## src/rtl/conv_pkg.sv

```systemverilog
// Shared types and helpers for the multi-lane convolution engine.
package conv_pkg;

    typedef enum logic [2:0] {
        ST_IDLE,
        ST_LOAD_KER,
        ST_LOAD_WIN,
        ST_MAC,
        ST_OUT
    } conv_state_e;

    localparam int KSIZE_DEF = 3;
    localparam int KK_DEF    = KSIZE_DEF * KSIZE_DEF;

    function automatic int kk_of(input int ksize);
        return ksize * ksize;
    endfunction

    // Arithmetic shift, optional ReLU, then clamp into a signed out_w-bit range.
    function automatic logic signed [63:0] requant(input logic signed [63:0] acc,
                                                   input logic [4:0]         shift,
                                                   input logic               relu,
                                                   input int                 out_w);
        logic signed [63:0] y;
        logic signed [63:0] hi;
        logic signed [63:0] lo;
        y  = acc >>> shift;
        if (relu && (y < 0)) y = '0;
        hi = (64'sd1 <<< (out_w - 1)) - 64'sd1;
        lo = -(64'sd1 <<< (out_w - 1));
        if (y > hi) y = hi;
        else if (y < lo) y = lo;
        return y;
    endfunction

endpackage

```

## src/rtl/conv_mac_lane.sv

```systemverilog
// One output lane: window buffer, multiply-accumulate and requantised result register.
module conv_mac_lane
    import conv_pkg::*;
#(
    parameter int DATA_W = 8,
    parameter int KK     = 9,
    parameter int ACC_W  = 20,
    parameter int OUT_W  = 8,
    parameter int IDX_W  = 4
) (
    input  logic                     i_clk,
    input  logic                     i_rst,
    input  logic                     wr_en,
    input  logic [IDX_W-1:0]         wr_idx,
    input  logic signed [DATA_W-1:0] wr_data,
    input  logic                     acc_clr,
    input  logic                     mac_en,
    input  logic [IDX_W-1:0]         mac_idx,
    input  logic signed [DATA_W-1:0] ker,
    input  logic                     out_en,
    input  logic [4:0]               shift,
    input  logic                     relu,
    output logic [OUT_W-1:0]         sum
);

    logic signed [DATA_W-1:0]   win [KK];
    logic signed [2*DATA_W-1:0] prod;
    logic signed [ACC_W-1:0]    acc;
    logic signed [63:0]         rq;

    assign prod = win[mac_idx] * ker;
    assign rq   = requant({{(64-ACC_W){acc[ACC_W-1]}}, acc}, shift, relu, OUT_W);

    always_ff @(posedge i_clk) begin
        if (wr_en) win[wr_idx] <= wr_data;
    end

    always_ff @(posedge i_clk or posedge i_rst) begin
        if (i_rst) begin
            acc <= '0;
            sum <= '0;
        end else begin
            if (acc_clr)     acc <= '0;
            else if (mac_en) acc <= acc + {{(ACC_W-2*DATA_W){prod[2*DATA_W-1]}}, prod};
            if (out_en)      sum <= rq[OUT_W-1:0];
        end
    end

endmodule

```

## src/rtl/conv_engine_multilane.sv

```systemverilog
// KSIZE x KSIZE convolution over LANES strided windows: sequencing FSM, kernel buffer, address generation.
//   state       | meaning
//   ST_IDLE     | waiting for i_start, config latched on start
//   ST_LOAD_KER | KK+1 cycles: issue kernel reads, capture one cycle later
//   ST_LOAD_WIN | KK+1 cycles: issue per-lane window reads, capture one cycle later
//   ST_MAC      | KK cycles: one product per lane per cycle
//   ST_OUT      | requantise into o_sum; o_valid/o_done follow next cycle
module conv_engine_multilane
    import conv_pkg::*;
#(
    parameter int DATA_W = 8,
    parameter int KSIZE  = 3,
    parameter int IMG_W  = 28,
    parameter int ADDR_W = 10,
    parameter int LANES  = 2,
    parameter int ACC_W  = 20,
    parameter int OUT_W  = 8
) (
    input  logic                      i_clk,
    input  logic                      i_rst,
    input  logic                      i_start,
    input  logic                      i_reuse_ker,
    input  logic [ADDR_W-1:0]         i_src_base,
    input  logic [ADDR_W-1:0]         i_ker_base,
    input  logic [2:0]                i_stride,
    input  logic [4:0]                i_shift,
    input  logic                      i_relu,
    output logic [ADDR_W-1:0]         o_ker_addr,
    input  logic [DATA_W-1:0]         i_ker_data,
    output logic [LANES*ADDR_W-1:0]   o_src_addr,
    input  logic [LANES*DATA_W-1:0]   i_src_data,
    output logic [LANES*OUT_W-1:0]    o_sum,
    output logic                      o_valid,
    output logic                      o_busy,
    output logic                      o_done
);

    localparam int KK    = kk_of(KSIZE);
    localparam int CNT_W = $clog2(KK + 1);
    localparam int IDX_W = $clog2(KK);

    conv_state_e state, state_nxt;

    logic [CNT_W-1:0]         cnt;
    logic [2:0]               row, col;
    logic                     ker_valid;
    logic [ADDR_W-1:0]        src_base_q, ker_base_q;
    logic [2:0]               stride_q;
    logic [4:0]               shift_q;
    logic                     relu_q;
    logic signed [DATA_W-1:0] kernel [KK];

    logic                     last_ld;
    logic [IDX_W-1:0]         cap_idx;
    logic [IDX_W-1:0]         cur_idx;
    logic [ADDR_W-1:0]        row_off;

    assign last_ld = (cnt == CNT_W'(KK));
    assign cap_idx = IDX_W'(cnt - CNT_W'(1));
    assign cur_idx = IDX_W'(cnt);
    assign row_off = ADDR_W'(32'(row) * IMG_W + 32'(col));
    assign o_busy  = (state != ST_IDLE);

    always_comb begin
        state_nxt = state;
        unique case (state)
            ST_IDLE:     if (i_start) state_nxt = (i_reuse_ker && ker_valid) ? ST_LOAD_WIN : ST_LOAD_KER;
            ST_LOAD_KER: if (last_ld) state_nxt = ST_LOAD_WIN;
            ST_LOAD_WIN: if (last_ld) state_nxt = ST_MAC;
            ST_MAC:      if (cnt == CNT_W'(KK - 1)) state_nxt = ST_OUT;
            ST_OUT:      state_nxt = ST_IDLE;
            default:     state_nxt = ST_IDLE;
        endcase
    end

    always_ff @(posedge i_clk or posedge i_rst) begin
        if (i_rst) begin
            state      <= ST_IDLE;
            cnt        <= '0;
            row        <= '0;
            col        <= '0;
            ker_valid  <= 1'b0;
            src_base_q <= '0;
            ker_base_q <= '0;
            stride_q   <= '0;
            shift_q    <= '0;
            relu_q     <= 1'b0;
            o_valid    <= 1'b0;
            o_done     <= 1'b0;
        end else begin
            state <= state_nxt;
            // Row/column walk restarts on every state change so each phase scans row-major from (0,0).
            if (state_nxt != state) begin
                cnt <= '0;
                row <= '0;
                col <= '0;
            end else begin
                cnt <= cnt + CNT_W'(1);
                if (col == 3'(KSIZE - 1)) begin
                    col <= '0;
                    row <= row + 3'd1;
                end else begin
                    col <= col + 3'd1;
                end
            end
            if (state == ST_IDLE && i_start) begin
                src_base_q <= i_src_base;
                ker_base_q <= i_ker_base;
                stride_q   <= i_stride;
                shift_q    <= i_shift;
                relu_q     <= i_relu;
            end
            if (state == ST_LOAD_KER && last_ld) ker_valid <= 1'b1;
            o_valid <= (state == ST_OUT);
            o_done  <= (state == ST_OUT);
        end
    end

    always_ff @(posedge i_clk) begin
        if (state == ST_LOAD_KER && cnt != '0) kernel[cap_idx] <= i_ker_data;
    end

    assign o_ker_addr = (state == ST_LOAD_KER && !last_ld) ? ker_base_q + ADDR_W'(cnt) : '0;

    for (genvar l = 0; l < LANES; l++) begin : g_lane
        logic [ADDR_W-1:0] lane_off;
        assign lane_off = ADDR_W'(l) * ADDR_W'(stride_q);
        assign o_src_addr[l*ADDR_W +: ADDR_W] =
            (state == ST_LOAD_WIN && !last_ld) ? src_base_q + lane_off + row_off : '0;

        conv_mac_lane #(
            .DATA_W (DATA_W),
            .KK     (KK),
            .ACC_W  (ACC_W),
            .OUT_W  (OUT_W),
            .IDX_W  (IDX_W)
        ) u_lane (
            .i_clk   (i_clk),
            .i_rst   (i_rst),
            .wr_en   (state == ST_LOAD_WIN && cnt != '0),
            .wr_idx  (cap_idx),
            .wr_data (i_src_data[l*DATA_W +: DATA_W]),
            .acc_clr (state == ST_LOAD_WIN && last_ld),
            .mac_en  (state == ST_MAC),
            .mac_idx (cur_idx),
            .ker     (kernel[cur_idx]),
            .out_en  (state == ST_OUT),
            .shift   (shift_q),
            .relu    (relu_q),
            .sum     (o_sum[l*OUT_W +: OUT_W])
        );
    end

endmodule

```

## config.mk

```make
export PLATFORM = sky130hd
export DESIGN_NAME = conv_engine_multilane
export DESIGN_NICKNAME = d
export VERILOG_FILES = /design/src/rtl/conv_pkg.sv /design/src/rtl/conv_mac_lane.sv /design/src/rtl/conv_engine_multilane.sv
export SDC_FILE = /design/constraint.sdc
export NUM_CORES = 1
export LEC_CHECK = 0
export ABC_AREA = 1
export CAP_MARGIN = 20
export CORE_MARGIN = 8
export CORE_UTILIZATION = 62
export CTS_CLUSTER_DIAMETER = 100
export CTS_CLUSTER_SIZE = 30
export DETAILED_ROUTE_END_ITERATION = 8
export MAX_ROUTING_LAYER = met4
export PLACE_DENSITY = 0.82
export SYNTH_ARGS = -nofsm -noshare
export SYNTH_HDL_FRONTEND = slang
export SYNTH_SLANG_ARGS = --single-unit
```

## constraint.sdc

```tcl
create_clock -name i_clk -period 7.6 [get_ports i_clk]
set_clock_uncertainty 0.1 [all_clocks]
set_input_delay 0.76 -clock i_clk [delete_from_list [all_inputs] [get_ports i_clk]]
set_output_delay 0.76 -clock i_clk [all_outputs]
set_load 0.02 [all_outputs]
```

==> flow_summary.json <==
{
  "cp.arrival_ps": 7480,
  "antenna_found_initial": 0,
  "avgSynthCellArea_um2": 8.279,
  "fmax_mhz": 139.7,
  "start_kind": "register",
  "first_pass_iters": 5,
  "slew_violations": 0,
  "drt_wl_total_um": 57730,
  "final_common_cell": "nand2_1",
  "mostFrequentLayoutCells": "nand2_1, inv_1, nor2_1, edfxtp_1, o21ai_0",
  "ys.flop_type": "edfxtp_1",
  "crit_fanout": 79,
  "syn_nets": 3110,
  "ys_async_sr_fraction": 0.3165,
  "ys_ff_latch": 316,
  "mappedNetlistArea_um2": 23140,
  "cts.sinks": 316,
  "initial_core_util": 0.6306,
  "hold_path_class": "register to register",
  "layout.nets": 3178,
  "io_buffers": 105,
  "grt-ovfl-total": 0,
  "synthesis.instances": 2795,
  "htree_levels": 1,
  "viasPerCell": 5.711,
  "synthMuxAreaShare": 0,
  "synth_compound_area_frac": 0.1086,
  "synth_top_family_by_area": "simple AND/OR/NAND/NOR gates",
  "cts_setup_buffers": 0,
  "die_area_um2": 43760,
  "period_share": 0.9418,
  "grt_pass1_wl_um": 94990,
  "ys.warnings.count": 0,
  "n_antenna_cell": 0,
  "area_growth_pct": 8.900,
  "grt_start_max_net_pins": 80,
  "cp_slowest_cell": "fa_1",
  "utilization": 0.6867,
  "path_clk_slew_ps": 110,
  "gp_congestion": 0.9480,
  "ys_types": 57,
  "cts-buffers-inserted": 16,
  "worstSkewPairLatency_ps": 550,
  "synth_fa_ha_area_frac": 0.1804,
  "path_class": "register to register",
  "rows": 70,
  "crit_path_end_kind": "register",
  "status": "finished clean",
  "fin_setup_tns_ps": 0,
  "crit_path_frequent_cell": "inv_1",
  "ys_seq_area_frac": 0.3884,
  "ant_nets": 0,
  "clock_path_buffers": 3,
  "critPathMaxStageDelay_ps": 620,
  "drt_iter0_drc": 1468,
  "worstPathRequired_ps": 7930,
  "track_usage": 0.2697,
  "coreArea_um2": 36700,
  "die_x_um": 209.2,
  "yosys.area_share.simple": 0.2146,
  "vias": 19080,
  "final_hold_viol_count": 0,
  "holdBufCountCts": 0,
  "cts_tree": "done",
  "timing.slew.headroom": 0.2772,
  "finalSetupViolCount": 0,
  "cap_violations": 0,
  "grt_pass1_vias": 19360,
  "clockRootBuffer": "clkbuf_16",
  "post_route_cells_drive_above_1_share": 0.04525,
  "finalCriticalPeriod_ps": 7158,
  "worstMarginPinSlew_ps": 1083,
  "wire_per_inst_um": 17.28,
  "pin_count": 106,
  "synth_xor_area_frac": 0.01849,
  "die_h_um": 209.2,
  "dpl.hpwl_um": 43140,
  "drc": 0,
  "synth_edf_count": 216,
  "rsz0062_at_grt": "false"
}
==> worst max-delay path, delay by kind of cell (launching register included) <==
family	cells	cell delay, ps
adder cells (fa/ha/maj)	6	2960
AND/OR/NAND/NOR	14	2280
buffers and inverters	8	780
flip-flops	1	480
AO/OA/AOI/OAI	3	410
==> cell usage after synthesis, types with 4 or more instances <==
cell | count | share of area
buf_1 | 6 | 0.00097
o31ai_1 | 5 | 0.0016
buf_4 | 4 | 0.0013
nand3_1 | 155 | 0.034
edfxtp_1 | 216 | 0.28
nand4_1 | 7 | 0.0019
nor3b_1 | 7 | 0.0023
a21o_1 | 8 | 0.0026
nor4_1 | 4 | 0.0011
fa_1 | 126 | 0.11
o211ai_1 | 11 | 0.0036
dfrtp_1 | 100 | 0.11
buf_2 | 40 | 0.0087
xnor2_1 | 22 | 0.0083
clkbuf_1 | 38 | 0.0062
inv_2 | 6 | 0.00097
o21bai_1 | 8 | 0.0026
inv_1 | 416 | 0.067
nand3_2 | 10 | 0.0043
nor3_1 | 27 | 0.0058
o22ai_1 | 56 | 0.015
ha_1 | 132 | 0.071
xor2_1 | 25 | 0.0095
nand2_1 | 724 | 0.12
a21oi_1 | 111 | 0.024
a31oi_1 | 14 | 0.0038
nand2_2 | 16 | 0.0043
nor2_1 | 243 | 0.039
o21ai_1 | 5 | 0.0011
o21ai_0 | 210 | 0.045
==> per-stage QoR <==
stage                     setup WS, ps  hold slack, ps  instances  cell area [um2]
after global routing             9.077           424.3       3341            25200
after CTS                        282.4           395.5       3341            25120
after global placement           507.8           360.6       3313            24630
after detailed placement         313.4           371.2       3313            24630
final                            442.3           390.9       3341            25200
after floorplan                   1005           334.3       2795            23140
==> per-layer routing <==
layer / global-route usage / wire length, um
met1: 0.3262 / 23740
met2: 0.4651 / 29170
met3: 0.02604 / 3048
met4: 0.1033 / 1775
met5: - / 0
==> path summary, 6_finish.rpt <==
check / slack, ps / start / end / cells past startpoint
max in group asynchronous: 5650 / i_rst / g_lane[0].u_lane.acc[17] / 3
max: 440 / cnt[0] / g_lane[1].u_lane.acc[17] / 31
min in group asynchronous: 540 / i_rst / relu_q / 2
min: 390 / ker_valid / ker_valid / 2
max reg2reg: 440 / cnt[0] / g_lane[1].u_lane.acc[17] / 31
min reg2reg: 390 / ker_valid / ker_valid / 2
==> cell type report <==
type,instances,area (um2)
Multi-Input combinational cell,1961,12150
Fill cell,2926,11500
Sequential cell,316,8990
Inverter,424,1604
Timing Repair Buffer,144,1380
Tap cell,468,585.6
Clock buffer,22,422.9
Clock inverter,6,70.07
==> cell families after synthesis <==
| logic type | Yosys count |
|---|---|
| compound gates | 450 |
| simple gates | 1205 |
| xor+xnor | 48 |
| fa+ha+maj | 258 |
| buf+inv | 518 |
| flops | 316 |
==> timing repair <==
action / in CTS / in global routing
gates resized for setup: 0 / 20
hold endpoints to repair: 0 / 0
endpoints found under the setup margin: 0 / 10
==> registers in the layout, summed over array words and instances, names as in the netlist <==
name,cells
g_lane.u_lane.win,144
kernel,72
g_lane.u_lane.acc,40
g_lane.u_lane.sum,16
ker_base_q,10
src_base_q,10
shift_q,5
cnt,4
col,3
row,3
state,3
stride_q,3
ker_valid,1
o_done,1
relu_q,1
Power is left out: the tool's default activity adds up to more than one toggle a clock period on the data nets, which glitch-free logic cannot reach.
